### config.mk
export PLATFORM = sky130hd
export DESIGN_NAME = pipeline_controller_flat
export DESIGN_NICKNAME = d
export VERILOG_FILES = /design/src/rtl/pipeline_controller_if.sv /design/src/rtl/pipeline_controller.sv /design/src/flat_wrapper.sv
export SDC_FILE = /design/constraint.sdc
export NUM_CORES = 1
export LEC_CHECK = 0
export ABC_AREA = 1
export CORE_ASPECT_RATIO = 0.8
export CORE_MARGIN = 3
export CORE_UTILIZATION = 36
export CTS_CLUSTER_SIZE = 24
export DETAILED_ROUTE_END_ITERATION = 7
export PLACE_DENSITY = 0.77
export SLEW_MARGIN = 30
export SYNTH_ARGS = -nofsm -noshare
export SYNTH_HDL_FRONTEND = slang
export SYNTH_SLANG_ARGS = --single-unit
### constraint.sdc
create_clock -name clk -period 1.2 [get_ports clk]
set_clock_uncertainty 0.05 [all_clocks]
set_input_delay 0.18 -clock clk [delete_from_list [all_inputs] [get_ports clk]]
set_output_delay 0.18 -clock clk [all_outputs]
set_load 0.03 [all_outputs]
### src/rtl/pipeline_controller_if.sv
// Decode-stage instruction fields, stage register indices and the
// control/hazard outputs of the RV32I pipeline controller.
interface pipeline_controller_if;
    logic [6:0] op;
    logic [2:0] funct3;
    logic       funct7b5;
    logic [4:0] Rs1D;
    logic [4:0] Rs2D;
    logic [4:0] Rs1E;
    logic [4:0] Rs2E;
    logic [4:0] RdE;
    logic [4:0] RdM;
    logic [4:0] RdW;
    logic       ZeroE;

    logic [2:0] ImmSrcD;
    logic [2:0] ALUControlE;
    logic       ALUSrcE;
    logic       PCSrcE;
    logic       MemWriteM;
    logic [1:0] ResultSrcW;
    logic       RegWriteW;
    logic       StallF;
    logic       StallD;
    logic       FlushD;
    logic       FlushE;
    logic [1:0] ForwardAE;
    logic [1:0] ForwardBE;

    modport master (
        output op, funct3, funct7b5, Rs1D, Rs2D,
        output Rs1E, Rs2E, RdE, RdM, RdW, ZeroE,
        input  ImmSrcD, ALUControlE, ALUSrcE, PCSrcE,
        input  MemWriteM, ResultSrcW, RegWriteW,
        input  StallF, StallD, FlushD, FlushE,
        input  ForwardAE, ForwardBE
    );

    modport slave (
        input  op, funct3, funct7b5, Rs1D, Rs2D,
        input  Rs1E, Rs2E, RdE, RdM, RdW, ZeroE,
        output ImmSrcD, ALUControlE, ALUSrcE, PCSrcE,
        output MemWriteM, ResultSrcW, RegWriteW,
        output StallF, StallD, FlushD, FlushE,
        output ForwardAE, ForwardBE
    );
endinterface

### src/rtl/pipeline_controller.sv
// RV32I five-stage pipeline controller: main/ALU decode, D/E/M/W control
// registers, branch resolution, forwarding and load-use hazard logic.
module pipeline_controller (
    input  logic                  clk,
    input  logic                  resetn,
    pipeline_controller_if.slave  bus
);

    localparam logic [6:0] OP_LW  = 7'b0000011;
    localparam logic [6:0] OP_SW  = 7'b0100011;
    localparam logic [6:0] OP_R   = 7'b0110011;
    localparam logic [6:0] OP_I   = 7'b0010011;
    localparam logic [6:0] OP_B   = 7'b1100011;
    localparam logic [6:0] OP_JAL = 7'b1101111;

    localparam logic [2:0] ALU_ADD = 3'b000;
    localparam logic [2:0] ALU_SUB = 3'b001;
    localparam logic [2:0] ALU_AND = 3'b010;
    localparam logic [2:0] ALU_OR  = 3'b011;
    localparam logic [2:0] ALU_SLT = 3'b101;

    typedef struct packed {
        logic       reg_write;
        logic [1:0] result_src;
        logic       mem_write;
        logic       jump;
        logic       branch;
        logic [2:0] funct3;
        logic [2:0] alu_control;
        logic       alu_src;
    } de_t;

    typedef struct packed {
        logic       reg_write;
        logic [1:0] result_src;
        logic       mem_write;
    } em_t;

    typedef struct packed {
        logic       reg_write;
        logic [1:0] result_src;
    } mw_t;

    de_t        dec;
    logic [1:0] alu_op;
    logic [2:0] imm_src;

    de_t de_d, de_q;
    em_t em_d, em_q;
    mw_t mw_d, mw_q;

    logic lw_stall;
    logic pc_src;
    logic flush_e;

    always_comb begin : main_decode
        dec     = '0;
        alu_op  = 2'b00;
        imm_src = 3'b000;
        case (bus.op)
            OP_LW: begin
                dec.reg_write  = 1'b1;
                dec.result_src = 2'b01;
                dec.alu_src    = 1'b1;
            end
            OP_SW: begin
                dec.mem_write = 1'b1;
                dec.alu_src   = 1'b1;
                imm_src       = 3'b001;
            end
            OP_R: begin
                dec.reg_write = 1'b1;
                alu_op        = 2'b10;
            end
            OP_I: begin
                dec.reg_write = 1'b1;
                dec.alu_src   = 1'b1;
                alu_op        = 2'b10;
            end
            OP_B: begin
                dec.branch = 1'b1;
                imm_src    = 3'b010;
                alu_op     = 2'b01;
            end
            OP_JAL: begin
                dec.reg_write  = 1'b1;
                dec.jump       = 1'b1;
                dec.result_src = 2'b10;
                imm_src        = 3'b011;
            end
            default: ;
        endcase
        dec.funct3 = bus.funct3;

        // funct7b5 only selects sub for register-register ops
        case (alu_op)
            2'b00: dec.alu_control = ALU_ADD;
            2'b01: dec.alu_control = ALU_SUB;
            default: begin
                case (bus.funct3)
                    3'b000: dec.alu_control =
                        (bus.op == OP_R && bus.funct7b5) ? ALU_SUB : ALU_ADD;
                    3'b010: dec.alu_control = ALU_SLT;
                    3'b110: dec.alu_control = ALU_OR;
                    3'b111: dec.alu_control = ALU_AND;
                    default: dec.alu_control = ALU_ADD;
                endcase
            end
        endcase
    end

    always_comb begin : hazard
        pc_src = de_q.jump |
                 (de_q.branch &
                  (((de_q.funct3 == 3'b000) & bus.ZeroE) |
                   ((de_q.funct3 == 3'b001) & ~bus.ZeroE)));
        lw_stall = (de_q.result_src == 2'b01) &&
                   (bus.RdE != 5'd0) &&
                   ((bus.Rs1D == bus.RdE) || (bus.Rs2D == bus.RdE));
        flush_e = lw_stall | pc_src;
    end

    function automatic logic [1:0] fwd_sel(
        input logic [4:0] rs,
        input logic [4:0] rd_m,
        input logic       we_m,
        input logic [4:0] rd_w,
        input logic       we_w
    );
        logic [1:0] sel;
        sel = 2'b00;
        if (rs != 5'd0) begin
            if (we_m && rs == rd_m)
                sel = 2'b10;
            else if (we_w && rs == rd_w)
                sel = 2'b01;
        end
        return sel;
    endfunction

    always_comb begin : next_stage
        de_d = flush_e ? '0 : dec;

        em_d            = '0;
        em_d.reg_write  = de_q.reg_write;
        em_d.result_src = de_q.result_src;
        em_d.mem_write  = de_q.mem_write;

        mw_d            = '0;
        mw_d.reg_write  = em_q.reg_write;
        mw_d.result_src = em_q.result_src;
    end

    always_ff @(posedge clk or negedge resetn) begin
        if (!resetn) begin
            de_q <= '0;
            em_q <= '0;
            mw_q <= '0;
        end else begin
            de_q <= de_d;
            em_q <= em_d;
            mw_q <= mw_d;
        end
    end

    assign bus.ImmSrcD     = imm_src;
    assign bus.ALUControlE = de_q.alu_control;
    assign bus.ALUSrcE     = de_q.alu_src;
    assign bus.PCSrcE      = pc_src;
    assign bus.MemWriteM   = em_q.mem_write;
    assign bus.ResultSrcW  = mw_q.result_src;
    assign bus.RegWriteW   = mw_q.reg_write;

    assign bus.StallF = lw_stall;
    assign bus.StallD = lw_stall;
    assign bus.FlushD = pc_src;
    assign bus.FlushE = flush_e;

    assign bus.ForwardAE = fwd_sel(bus.Rs1E, bus.RdM, em_q.reg_write,
                                   bus.RdW, mw_q.reg_write);
    assign bus.ForwardBE = fwd_sel(bus.Rs2E, bus.RdM, em_q.reg_write,
                                   bus.RdW, mw_q.reg_write);

endmodule

### src/flat_wrapper.sv
// flat-port wrapper written by rule: the top's interface ports become plain ports
module pipeline_controller_flat 
  (clk, resetn, bus_op, bus_funct3, bus_funct7b5, bus_Rs1D, bus_Rs2D, bus_Rs1E, bus_Rs2E, bus_RdE, bus_RdM, bus_RdW, bus_ZeroE, bus_ImmSrcD, bus_ALUControlE, bus_ALUSrcE, bus_PCSrcE, bus_MemWriteM, bus_ResultSrcW, bus_RegWriteW, bus_StallF, bus_StallD, bus_FlushD, bus_FlushE, bus_ForwardAE, bus_ForwardBE);
  pipeline_controller_if bus_i ();
  input  logic clk;
  input  logic resetn;
  input wire logic [$bits(bus_i.op)-1:0] bus_op;
  input wire logic [$bits(bus_i.funct3)-1:0] bus_funct3;
  input wire logic [$bits(bus_i.funct7b5)-1:0] bus_funct7b5;
  input wire logic [$bits(bus_i.Rs1D)-1:0] bus_Rs1D;
  input wire logic [$bits(bus_i.Rs2D)-1:0] bus_Rs2D;
  input wire logic [$bits(bus_i.Rs1E)-1:0] bus_Rs1E;
  input wire logic [$bits(bus_i.Rs2E)-1:0] bus_Rs2E;
  input wire logic [$bits(bus_i.RdE)-1:0] bus_RdE;
  input wire logic [$bits(bus_i.RdM)-1:0] bus_RdM;
  input wire logic [$bits(bus_i.RdW)-1:0] bus_RdW;
  input wire logic [$bits(bus_i.ZeroE)-1:0] bus_ZeroE;
  output wire logic [$bits(bus_i.ImmSrcD)-1:0] bus_ImmSrcD;
  output wire logic [$bits(bus_i.ALUControlE)-1:0] bus_ALUControlE;
  output wire logic [$bits(bus_i.ALUSrcE)-1:0] bus_ALUSrcE;
  output wire logic [$bits(bus_i.PCSrcE)-1:0] bus_PCSrcE;
  output wire logic [$bits(bus_i.MemWriteM)-1:0] bus_MemWriteM;
  output wire logic [$bits(bus_i.ResultSrcW)-1:0] bus_ResultSrcW;
  output wire logic [$bits(bus_i.RegWriteW)-1:0] bus_RegWriteW;
  output wire logic [$bits(bus_i.StallF)-1:0] bus_StallF;
  output wire logic [$bits(bus_i.StallD)-1:0] bus_StallD;
  output wire logic [$bits(bus_i.FlushD)-1:0] bus_FlushD;
  output wire logic [$bits(bus_i.FlushE)-1:0] bus_FlushE;
  output wire logic [$bits(bus_i.ForwardAE)-1:0] bus_ForwardAE;
  output wire logic [$bits(bus_i.ForwardBE)-1:0] bus_ForwardBE;
  assign bus_i.op = bus_op;
  assign bus_i.funct3 = bus_funct3;
  assign bus_i.funct7b5 = bus_funct7b5;
  assign bus_i.Rs1D = bus_Rs1D;
  assign bus_i.Rs2D = bus_Rs2D;
  assign bus_i.Rs1E = bus_Rs1E;
  assign bus_i.Rs2E = bus_Rs2E;
  assign bus_i.RdE = bus_RdE;
  assign bus_i.RdM = bus_RdM;
  assign bus_i.RdW = bus_RdW;
  assign bus_i.ZeroE = bus_ZeroE;
  assign bus_ImmSrcD = bus_i.ImmSrcD;
  assign bus_ALUControlE = bus_i.ALUControlE;
  assign bus_ALUSrcE = bus_i.ALUSrcE;
  assign bus_PCSrcE = bus_i.PCSrcE;
  assign bus_MemWriteM = bus_i.MemWriteM;
  assign bus_ResultSrcW = bus_i.ResultSrcW;
  assign bus_RegWriteW = bus_i.RegWriteW;
  assign bus_StallF = bus_i.StallF;
  assign bus_StallD = bus_i.StallD;
  assign bus_FlushD = bus_i.FlushD;
  assign bus_FlushE = bus_i.FlushE;
  assign bus_ForwardAE = bus_i.ForwardAE;
  assign bus_ForwardBE = bus_i.ForwardBE;
  pipeline_controller u_core (.clk(clk), .resetn(resetn), .bus(bus_i));
endmodule
==> results of run 1 <==
[final timing paths]
| kind | endpoint | slack (ps) |
|---|---|---|
| worst max-delay path | bus_FlushE | -490 |
| worst min-delay path | u_core.de_q[10]$_DFF_PN0_ | 140 |
| worst max register to register | u_core.de_q[11]$_DFF_PN0_ | -470 |
| worst min register to register | u_core.em_q[3]$_DFF_PN0_ | 300 |
| max in group asynchronous | u_core.bus.ALUSrcE$_DFF_PN0_ | 750 |
| min in group asynchronous | u_core.bus.ALUControlE[2]$_DFF_PN0_ | 200 |
[worst min-delay path: cells and delay by family]
kind	cells	cell delay, ps
AND/OR/NAND/NOR	1	30
buffers and inverters	2	200
[routing by layer]
metal | routed length [µm] | global-route usage (%)
met1 | 2130 | 23.4
met2 | 2730 | 39.8
met3 | 373 | 3.48
met4 | 209 | 11.6
met5 | 0 | 0
[registers in the layout, summed over array words and instances, names as in the netlist]
| name | count |
|---|---|
| u_core.bus.ResultSrcW | 2 |
| u_core.bus.ALUSrcE | 1 |
| u_core.de_q | 9 |
| u_core.bus.MemWriteM | 1 |
| u_core.em_q | 3 |
| u_core.bus.ALUControlE | 3 |
| u_core.bus.RegWriteW | 1 |
[logic make-up (layout without fill, tap and decap cells)]
group,Yosys count,count (layout),synth area share [%]
xor+xnor,12,12,7.89
simple gates,96,96,31.3
buf+inv,44,155,14.6
compound gates,14,14,8.36
other cells,1,1,0.281
flops,20,20,37.6
[power by group through the flow]
stage	Combinational, mW	Sequential [mW]	Clock, mW
after global routing	0.523	0.691	0.560
after global placement	0.413	0.702	0
after floorplan	0.145	0.705	0
after CTS	0.419	0.689	0.506
final	0.484	0.691	0.526
after detailed placement	0.420	0.702	0
[cells in the mapped netlist, types with 2 or more instances]
| library cell | count |
|---|---|
| o21ai_0 | 4 |
| xnor2_1 | 5 |
| o22ai_1 | 2 |
| nand2_1 | 42 |
| nor2_1 | 28 |
| nand2_2 | 2 |
| buf_4 | 6 |
| dfrtp_1 | 20 |
| nor3_1 | 5 |
| o2111a_1 | 2 |
| nor4_1 | 2 |
| nor2_2 | 3 |
| a21oi_1 | 2 |
| nand3_1 | 7 |
| nand4_1 | 3 |
| xor2_1 | 7 |
| o2111ai_1 | 2 |
| inv_1 | 37 |
[cell type report]
class                           count  area (µm²)  share of cell area, %
Timing Repair Buffer              114        1020                   38.4
Multi-Input combinational cell    123         890                   33.3
Sequential cell                    20         502                   18.8
Inverter                           37         148                   5.53
Clock buffer                        4        55.1                   2.06
Tap cell                           42        52.6                   1.97
[per-stage QoR]
stage	area [µm²]	setup WS, ps	hold slack [ps]
2_1_floorplan	1370	-101	-166
4_1_cts	2470	-437	121
5_1_grt	2670	-530	127
6_report	2670	-495	136
3_5_place_dp	2180	-740	285
3_3_place_gp	2180	-714	282
[layout by cell type, fill, tap and decap left out, drive strengths merged, types with 2 or more instances in the layout]
cell type	count
a21oi	2
clkdlybuf4s15	6
dlygate4sd2	24
dfrtp	20
xor2	7
o21ai	4
nor3	6
nor4	2
nand2	44
nor2	31
buf	72
o22ai	2
clkdlybuf4s50	8
inv	36
nand3	7
o2111a	2
xnor2	5
nand4	3
o2111ai	2
clkbuf	8
[repair_timing]
item	in CTS	in global routing
pin swaps	38	25
resized for setup	124	62
hold buffers	0	0
buffers inserted	16	9
setup endpoints to repair	24	24
hold endpoints to repair	0	0
==> run_results.csv, run 1 <==
group,metric,value,unit
run_status,status,"finished with violations",
run_status,failed_checks,"setup timing",
power_and_ir_drop,total_power,1.70,mW
place,place.gp.congestion,0.857,
synthesis,async_flop_share,100,%
place,io_buffers,67,
cts,insertion_delay,260,ps
floorplanning,initial_core_util,38.1,%
setup_path,cp_max_fo,2,
finish,instances_no_fill,340,
sta,rsz0062_at_grt,"yes",
setup_path,r2r-start,"u_core.de_q[4]$_DFF_PN0_",
synthesis,avgSynthCellArea,7.13,µm²
global_route,grt.total_usage,21.4,%
setup_path,cp_num_buf_inv,2,
sta,fmax,590,MHz
sta,setup_violations,24,
setup_path,worst-path-stages,5,
setup_path,critPathMaxStageDelay,390,ps
sta,postLayoutSetupSlackWorst,-495,ps
setup_path,r2r_cells,8,
setup_path,crit_chain,"or2_1, a31oi_4, buf_6, nand2_4, buf_6",
synthesis,netlist_instances,187,
floorplanning,die_x,74.0,µm
global_route,grt_pass1_wl,7.27,mm
global_route,grt-ovfl-total,0,
setup_path,cp_slowest_cell,"dfrtp_1",
floorplanning,core,0.00349,mm²
cts,cts_tree,"built",
detailed_routing,drt-pass1-iter-count,4,
power_and_ir_drop,p_per_area,637,mW/mm²
cts,cts_sinks,20,
cts,htree_num_levels,1,
cts,clock-root-buffer,"clkbuf_8",
power_and_ir_drop,internal_power,1.21,mW
setup_path,end_kind,"output pin",
finish,syn2layout_area_growth,100,%
synthesis,synth-seq-cells,20,
synthesis,synth.top_cell.area_share,37.6,%
synthesis,synth_top_area_cell,"dfrtp_1",
synthesis,syn_nets,236,
hold_path,holdCritStartpoint,"bus_op[4]",
sta,drv_slew,0,
setup_path,cp_common_cell,"buf_6",
detailed_routing,drt-total-wl,5.45,mm
power_and_ir_drop,p_sw,0.488,mW
setup_path,path_class,"register to output pin",
global_route,antenna_found_initial,0,
synthesis,ys.flop_type,"dfrtp_1",
power_and_ir_drop,pwr-share-seq,40.6,%
place,dp_cells,313,
cts,numCtsBuffers,3,
finish,nets,348,
synthesis,ys_top_cells_by_area,"dfrtp_1 (38%), nand2_1 (12%), inv_1 (10%), nor2_1 (7.9%), xor2_1 (4.6%)",
run,cap_violations,0,
detailed_routing,vias,1677,
synthesis,syn-cell-area,0.00133,mm²
synthesis,yosysWarnings,0,
floorplanning,die_y,60.4,µm
power_and_ir_drop,clockPowerShare,30.9,%
global_route,grt_max_degree,21,
floorplanning,die_area,0.00447,mm²
sta,period_share,141,%
floorplanning,fp-row-count,19,
cts,clk_pin_slew,90,ps
detailed_routing,antenna_left,0,
hold_path,holdPathStages,3,
finish,finish.utilization,76.4,%
setup_path,startpoint,"u_core.de_q[4]$_DFF_PN0_",
power_and_ir_drop,combPwrFrac,28.5,%
detailed_routing,viasPerCell,4.93,
detailed_routing,drcViolationCount,0,
global_route,grt_pass1_vias,1679,
setup_path,cp.arrival,1460,ps
synthesis,synth-edff-count,0,
finish,num-fill-cells,218,
synthesis,synth_seq_area_share,37.6,%
synthesis,ys_types,26,
power_and_ir_drop,swShare,28.7,%
setup_path,crit_family,"flip-flops",
power_and_ir_drop,p_leak,1.38,nW
finish,diodes,0,
power_and_ir_drop,peakVddDrop,0.000495,V
detailed_routing,first_iter_violations,48,
cts,cts_buffer_depth,2,
sta,tns,-8380,ps
detailed_routing,drt-wirelength-per-cell,16.0,µm
hold_path,hold_class,"input pin to register",
sta,min_period,1690,ps
setup_path,required,970,ps
sta,hold_viol_final,0,
setup_path,cp-start-kind,"register",
finish,drive_above_1_share,49.3,%
place,hpwl,2.73,mm
floorplanning,boundaryPins,69,
(Power assumes the default switching activity.)
==> run 2: changes to the inputs <==
--- a/config.mk
+++ b/config.mk
@@ -9,7 +9,6 @@
 export CORE_ASPECT_RATIO = 0.8
 export CORE_MARGIN = 3
 export CORE_UTILIZATION = 36
-export CTS_CLUSTER_SIZE = 24
 export DETAILED_ROUTE_END_ITERATION = 7
 export PLACE_DENSITY = 0.77
 export SLEW_MARGIN = 30
==> results of run 2 <==
The final DEF is identical to that of run 1; final timing and power are the same.
